### config.mk
export PLATFORM = sky130hd
export DESIGN_NAME = ldpc_frame_loader
export DESIGN_NICKNAME = d
export VERILOG_FILES = /design/src/rtl/ldpc_frame_loader.sv
export SDC_FILE = /design/constraint.sdc
export NUM_CORES = 1
export LEC_CHECK = 0
export CORE_MARGIN = 1
export CORE_UTILIZATION = 25
export CTS_CLUSTER_DIAMETER = 200
export CTS_CLUSTER_SIZE = 40
export DETAILED_ROUTE_END_ITERATION = 6
export HOLD_SLACK_MARGIN = 0.15
export SLEW_MARGIN = 0
export SYNTH_ARGS = -nofsm -noshare
export SYNTH_HDL_FRONTEND = slang
export SYNTH_SLANG_ARGS = --single-unit
### constraint.sdc
create_clock -name clk -period 2.6 [get_ports clk]
set_input_delay 0.26 -clock clk [delete_from_list [all_inputs] [get_ports clk]]
set_output_delay 0.26 -clock clk [all_outputs]
set_load 0.005 [all_outputs]
### src/rtl/ldpc_frame_loader.sv
// ============================================================================
// ldpc_frame_loader
// ----------------------------------------------------------------------------
// Upstream input stage of the LDPC decoder. Soft samples arrive over a
// valid/ready handshake. Each sample is converted to an LLR_W-bit symmetric
// LLR and written sequentially into the channel-LLR memory. The loader drives
// the frame-load window (sync_in) that the decoder controller times against.
// It also holds off the source while the decoder is still busy.
//
// Build option:
//   LDPC_LOADER_SAT_EN  defined     : din is clamped to +/-(2^(LLR_W-1)-1)
//                       not defined : din is truncated to LLR_W bits, and only
//                                     the most-negative code is fixed up
//
// Ports:
//   clk        in   decoder clock, rising edge
//   reset      in   synchronous, active-high
//   rate       in   0: 4608-sample frame, 1: 6912-sample frame (sampled on SOF)
//   din        in   IN_W-bit two's-complement soft sample
//   din_valid  in   din / din_sof valid
//   din_sof    in   first sample of a frame
//   din_ready  out  loader accepts a beat this cycle
//   dec_busy   in   decoder controller busy
//   sync_in    out  frame-load window, high from write 0 through write LEN-1
//   llr_wr     out  LLR memory write strobe
//   llr_addr   out  LLR memory write address (holds when llr_wr = 0)
//   llr_data   out  LLR memory write data
//   frame_err  out  one-cycle pulse when a frame restarts on an early SOF
// ============================================================================
module ldpc_frame_loader #(
    parameter int IN_W   = 8,
    parameter int LLR_W  = 6,
    parameter int ADDR_W = 13
) (
    input  logic              clk,
    input  logic              reset,
    input  logic              rate,
    input  logic [IN_W-1:0]   din,
    input  logic              din_valid,
    input  logic              din_sof,
    output logic              din_ready,
    input  logic              dec_busy,
    output logic              sync_in,
    output logic              llr_wr,
    output logic [ADDR_W-1:0] llr_addr,
    output logic [LLR_W-1:0]  llr_data,
    output logic              frame_err
);

    typedef enum logic [1:0] {
        ST_IDLE = 2'd0,
        ST_LOAD = 2'd1,
        ST_ARM  = 2'd2,
        ST_DEC  = 2'd3
    } state_t;

    localparam int                LLR_MAX    = (1 << (LLR_W - 1)) - 1;
    localparam logic [ADDR_W-1:0] LAST_IDX_0 = ADDR_W'(4608 - 1);
    localparam logic [ADDR_W-1:0] LAST_IDX_1 = ADDR_W'(6912 - 1);

    state_t              r_state;
    logic                r_rate;
    logic [ADDR_W-1:0]   r_cnt;
    logic                r_din_ready;
    logic                r_sync;
    logic                r_wr;
    logic [ADDR_W-1:0]   r_addr;
    logic [LLR_W-1:0]    r_data;
    logic                r_ferr;

    state_t              w_state_next;
    logic                w_rate_next;
    logic [ADDR_W-1:0]   w_cnt_next;
    logic                w_ready_next;
    logic                w_sync_next;
    logic                w_wr_next;
    logic [ADDR_W-1:0]   w_addr_next;
    logic [LLR_W-1:0]    w_data_next;
    logic                w_ferr_next;

    logic                w_accept;
    logic                w_last;
    logic [LLR_W-1:0]    w_llr;

    // ------------------------------------------------------------------------
    // Sample to LLR conversion. The result is always symmetric: the
    // most-negative LLR_W code is never produced.
    // ------------------------------------------------------------------------
`ifdef LDPC_LOADER_SAT_EN
    localparam logic signed [IN_W-1:0] SAT_HI = IN_W'(LLR_MAX);
    localparam logic signed [IN_W-1:0] SAT_LO = IN_W'(-LLR_MAX);

    logic signed [IN_W-1:0] w_din_s;
    assign w_din_s = din;

    always_comb begin
        w_llr = w_din_s[LLR_W-1:0];
        if (w_din_s > SAT_HI) begin
            w_llr = LLR_W'(LLR_MAX);
        end else if (w_din_s < SAT_LO) begin
            w_llr = LLR_W'(-LLR_MAX);
        end
    end
`else
    always_comb begin
        w_llr = din[LLR_W-1:0];
        if (din[LLR_W-1:0] == {1'b1, {(LLR_W-1){1'b0}}}) begin
            w_llr = LLR_W'(-LLR_MAX);
        end
    end
`endif

    assign w_accept = din_valid & r_din_ready;
    // r_cnt holds the index of the beat about to be accepted.
    assign w_last   = (r_cnt == (r_rate ? LAST_IDX_1 : LAST_IDX_0));

    // ------------------------------------------------------------------------
    // Next-state and next-output logic
    // ------------------------------------------------------------------------
    always_comb begin
        w_state_next = r_state;
        w_rate_next  = r_rate;
        w_cnt_next   = r_cnt;
        w_wr_next    = 1'b0;
        w_addr_next  = r_addr;
        w_data_next  = r_data;
        w_ferr_next  = 1'b0;

        case (r_state)
            ST_IDLE: begin
                // Non-SOF beats are accepted here but dropped.
                if (w_accept && din_sof) begin
                    w_rate_next  = rate;
                    w_wr_next    = 1'b1;
                    w_addr_next  = '0;
                    w_data_next  = w_llr;
                    w_cnt_next   = ADDR_W'(1);
                    w_state_next = ST_LOAD;
                end
            end
            ST_LOAD: begin
                if (w_accept) begin
                    w_wr_next   = 1'b1;
                    w_data_next = w_llr;
                    // An SOF on the final beat is treated as an ordinary sample.
                    if (din_sof && !w_last) begin
                        w_ferr_next = 1'b1;
                        w_rate_next = rate;
                        w_addr_next = '0;
                        w_cnt_next  = ADDR_W'(1);
                    end else begin
                        w_addr_next = r_cnt;
                        if (w_last) begin
                            w_state_next = ST_ARM;
                        end else begin
                            w_cnt_next = r_cnt + 1'b1;
                        end
                    end
                end
            end
            ST_ARM: begin
                if (dec_busy) begin
                    w_state_next = ST_DEC;
                end
            end
            ST_DEC: begin
                if (!dec_busy) begin
                    w_state_next = ST_IDLE;
                end
            end
            default: begin
                w_state_next = ST_IDLE;
            end
        endcase

        // The window covers every write cycle of the frame. Including the
        // current LOAD state keeps it high for the final write, so it falls
        // exactly one cycle after address LEN-1 is written.
        w_sync_next  = (r_state == ST_LOAD) || (w_state_next == ST_LOAD);
        // ready is registered, so it is derived from the state being entered.
        w_ready_next = (w_state_next == ST_IDLE) ? !dec_busy
                                                 : (w_state_next == ST_LOAD);
    end

    // ------------------------------------------------------------------------
    // State and output registers
    // ------------------------------------------------------------------------
    always_ff @(posedge clk) begin
        if (reset) begin
            r_state     <= ST_IDLE;
            r_rate      <= 1'b0;
            r_cnt       <= '0;
            r_din_ready <= 1'b0;
            r_sync      <= 1'b0;
            r_wr        <= 1'b0;
            r_addr      <= '0;
            r_data      <= '0;
            r_ferr      <= 1'b0;
        end else begin
            r_state     <= w_state_next;
            r_rate      <= w_rate_next;
            r_cnt       <= w_cnt_next;
            r_din_ready <= w_ready_next;
            r_sync      <= w_sync_next;
            r_wr        <= w_wr_next;
            r_addr      <= w_addr_next;
            r_data      <= w_data_next;
            r_ferr      <= w_ferr_next;
        end
    end

    assign din_ready = r_din_ready;
    assign sync_in   = r_sync;
    assign llr_wr    = r_wr;
    assign llr_addr  = r_addr;
    assign llr_data  = r_data;
    assign frame_err = r_ferr;

endmodule
==> impl_results.md <==
- Status: finished with violations
- Failing checks: DRC
- Initial antenna violation count: 0
- Int Pwr: around 820 uW
- Final setup vio count: 0
- Residual DRC: 6
- Arr. time, crit path: 2530 ps
- CTS resizes: 0
- Maxcap violations: 0
- Clock Sinks: 39
- Critical Path End Type: flop
- Area of the multi-input gates: about 840 um^2
- Worst Setup Path Type: flop to flop
- Fin. max-slew vios: 0
- Worst vdd ir: ~0.21 mV
- Die height: approximately 84 um
- Psw: approximately 230 uW
- #FFs+latches synth: 39
- Sw Share: 0.220
- Vias in the first global route: roughly 1400
- Fill cells: 647
- R2r startpoint: r_cnt[0]$_SDFFE_PP0P_
- Clock Latency Late Sink: ~280 ps
- P&R area growth vs syn: 29.1%
- Inserted Diodes: 0
- Buffers on Ports: 34
- Core ar.: 6420 um^2
- R2R cell count: 6
- Post-CTS Setup Inserts: 0
- Synth unique cells: 40
- Least-Margin Pin Slew: 627 ps
- Most Used Layer, Global Route: met2
- Reg area: around 800 um^2
- Post-synth ARST share: 0
- Ports: 37
- GR Util All Layers: 0.116
- WL/cell: around 13 um
- WP data required: 2800 ps
- Full die area: around 7000 um^2
- H-tree depth: 2
- Tcrit/Tclk final: 0.895
- Syn Nets: roughly 210
- Starting density of the core: 0.263
- Total grt overflow: 0
- Largest net degree at the start of global routing: 31
- Number of vias per cell: 5.07
- DRT iter0 DRCs: between 100 and 150
- Critical Path Source: r_cnt[0]$_SDFFE_PP0P_
- Clock period minus worst slack: ~2300 ps
- Ratio of cells with drive above 1 in the final layout: 0.0708
- Number of flops mapped to enable cells by yosys: 0
- Worst-path clk slew: around 70 ps
- Cells after synthesis: just under 200
- Met1 Usage GRT: 0.147
- Crit path to: r_cnt[9]$_SDFFE_PP0P_
- Register area share after synthesis: 0.462
- Setup TNS: 0 ps
- Part of the power in combinational logic: 0.069
- Max stage delay on crit path: ~690 ps
- Met2 usage: 0.192
- HPWL after detailed placement: 2.81 mm
- Sequential power share: 0.581
- Num rows: 29
- Crit Path Max Fanout: 7
- Most frequent cells in the layout: dfxtp_1, clkdlybuf4s50_1, nor2_1, nand2_1, a21oi_1
- Achievable Freq: 430 MHz
- Post-synthesis cell area: 1690 um^2
- Post-synth top flop: dfxtp_1
- FF-to-FF End: r_cnt[9]$_SDFFE_PP0P_
- Leak: between 0.0007 and 0.0008 uW
- Slew headroom: 0.582
- Hold WC Path Type: flop to flop
- Met3 Resource Use GR: 0.0324
- Clk network pwr share: 0.351
- Drt first pass iters: 7
- Layout Nets: approximately 240
- Commonest non-fill, non-tap cell in the layout: dfxtp_1
- Total power: roughly 1000 uW
- RSZ-0062 raised after global routing: no
- Inserted Clock Buffers: 5
- Antenna viol nets, final: 0
- Die Span X: ~84 um
- DR vias: roughly 1500
- First-pass GRT wire length: between 6 and 7 mm
- CP Cell Sequence: ha_1, and3_1, o2111ai_2, a2111oi_4, nand2_4, o31ai_1
- CTS Hold Bufs: 0
- Maximum clock path buffer count: 2
- Global placement routability congestion: about 0.81
- Setup Skew: ~2.1 ps
- Slowest cell on crit path: a2111oi_4
- Register-to-register setup slack: between 200 and 300 ps
- Yosys synthesis warning count: 0
- CTS root buffer: clkbuf_8
- Hold violation count in the final report: 0
- Routed wire length: 3.93 mm
- CTS tree: built
- CP Launch Type: flop
- Syn avg cell area: between 8 and 9 um^2
- Pwr dens: 480 nW/um^2
==> critical path, delay by kind of cell (launching register included) <==
| kind | cells | cell delay (ps) |
|---|---|---|
| and+or+nand+nor | 2 | 440 |
| DFF | 1 | 400 |
| adders and majority gates | 1 | 220 |
| AOI/OAI and AO/OA | 3 | 1180 |
==> sequential cells by signal, summed over array words and instances (netlist names) <==
signal / cells
llr_addr: 13
r_cnt: 13
llr_data: 6
r_state: 2
din_ready: 1
frame_err: 1
llr_wr: 1
r_rate: 1
sync_in: 1
==> synth_stat cells (all sizes together) (2+ instances only) <==
cell type,n,area (um^2)
o21ai,13,68.8
a22oi,13,97.6
nand4b,2,17.5
nor2b,2,12.5
a32oi,3,26.3
o211ai,4,30.0
clkbuf,9,33.8
o31ai,5,37.5
nand2,19,78.8
buf,3,21.3
a21oi,16,80.1
inv,3,11.3
nor4,2,12.5
nor2,19,71.3
nor3,5,30.0
a31oi,4,25.0
dfxtp,39,781
nand3b,2,15.0
and2,4,25.0
or3,4,25.0
nand3,7,35.0
==> power by group through the flow <==
stage | Combinational [uW] | Clock, uW | Sequential, uW
3_5_place_dp | 72.6 | 0 | 622
3_3_place_gp | 72.2 | 0 | 621
6_report | 71.9 | 367 | 608
2_1_floorplan | 31.4 | 0 | 621
4_1_cts | 72.7 | 384 | 608
5_1_grt | 78.8 | 410 | 608
==> cell type report <==
cell class | instances | share of cell area
multi-input combinational | 138 | 0.385
sequential | 39 | 0.358
timing repair buffer | 39 | 0.173
tap | 77 | 0.0442
clock buffer | 6 | 0.0333
inverter | 4 | 0.00688
==> cell families (layout without fill, tap and decap cells) <==
kind of cell	after synthesis	count (layout)	share of synthesized area
AOI/OAI and AO/OA	64	64	0.262
and+or+nand+nor	73	73	0.227
DFF	39	39	0.462
adders and majority gates	1	1	0.00740
buffers and inverters	16	49	0.0414
==> through the flow <==
step           instances  hold WS [ps]  setup WS [ps]  area [um^2]  utilization
6_report             303           454            272         2180        0.340
5_1_grt              303           486            110         2180        0.340
4_1_cts              303           458            291         2180        0.340
3_5_place_dp         297           448            295         2110        0.328
3_3_place_gp         297           445            332         2110        0.328
2_1_floorplan        193           357            617         1690            -
==> metal layers <==
metal | share of wire | vias to the layer above
met4 | 0.0094 | 0
met5 | 0 | -
met3 | 0.035 | 5
met2 | 0.46 | 25
li1 | - | 779
met1 | 0.49 | 728
==> how the worst min path moves through the flow <==
stage,endpoint,slack [ps],cells after the start,from
after global placement,llr_data[4]$_SDFFE_PP0P_,440,2,llr_data[4]$_SDFFE_PP0P_
after global routing,llr_addr[0]$_SDFFE_PP0P_,490,2,llr_addr[0]$_SDFFE_PP0P_
final,llr_data[1]$_SDFFE_PP0P_,450,2,llr_data[1]$_SDFFE_PP0P_
after detailed placement,llr_data[1]$_SDFFE_PP0P_,450,2,llr_data[1]$_SDFFE_PP0P_
after floorplan,din_ready$_SDFF_PP0_,360,1,dec_busy
after CTS,llr_data[1]$_SDFFE_PP0P_,460,2,llr_data[1]$_SDFFE_PP0P_
Note: power is estimated with default switching activity, not from simulation.
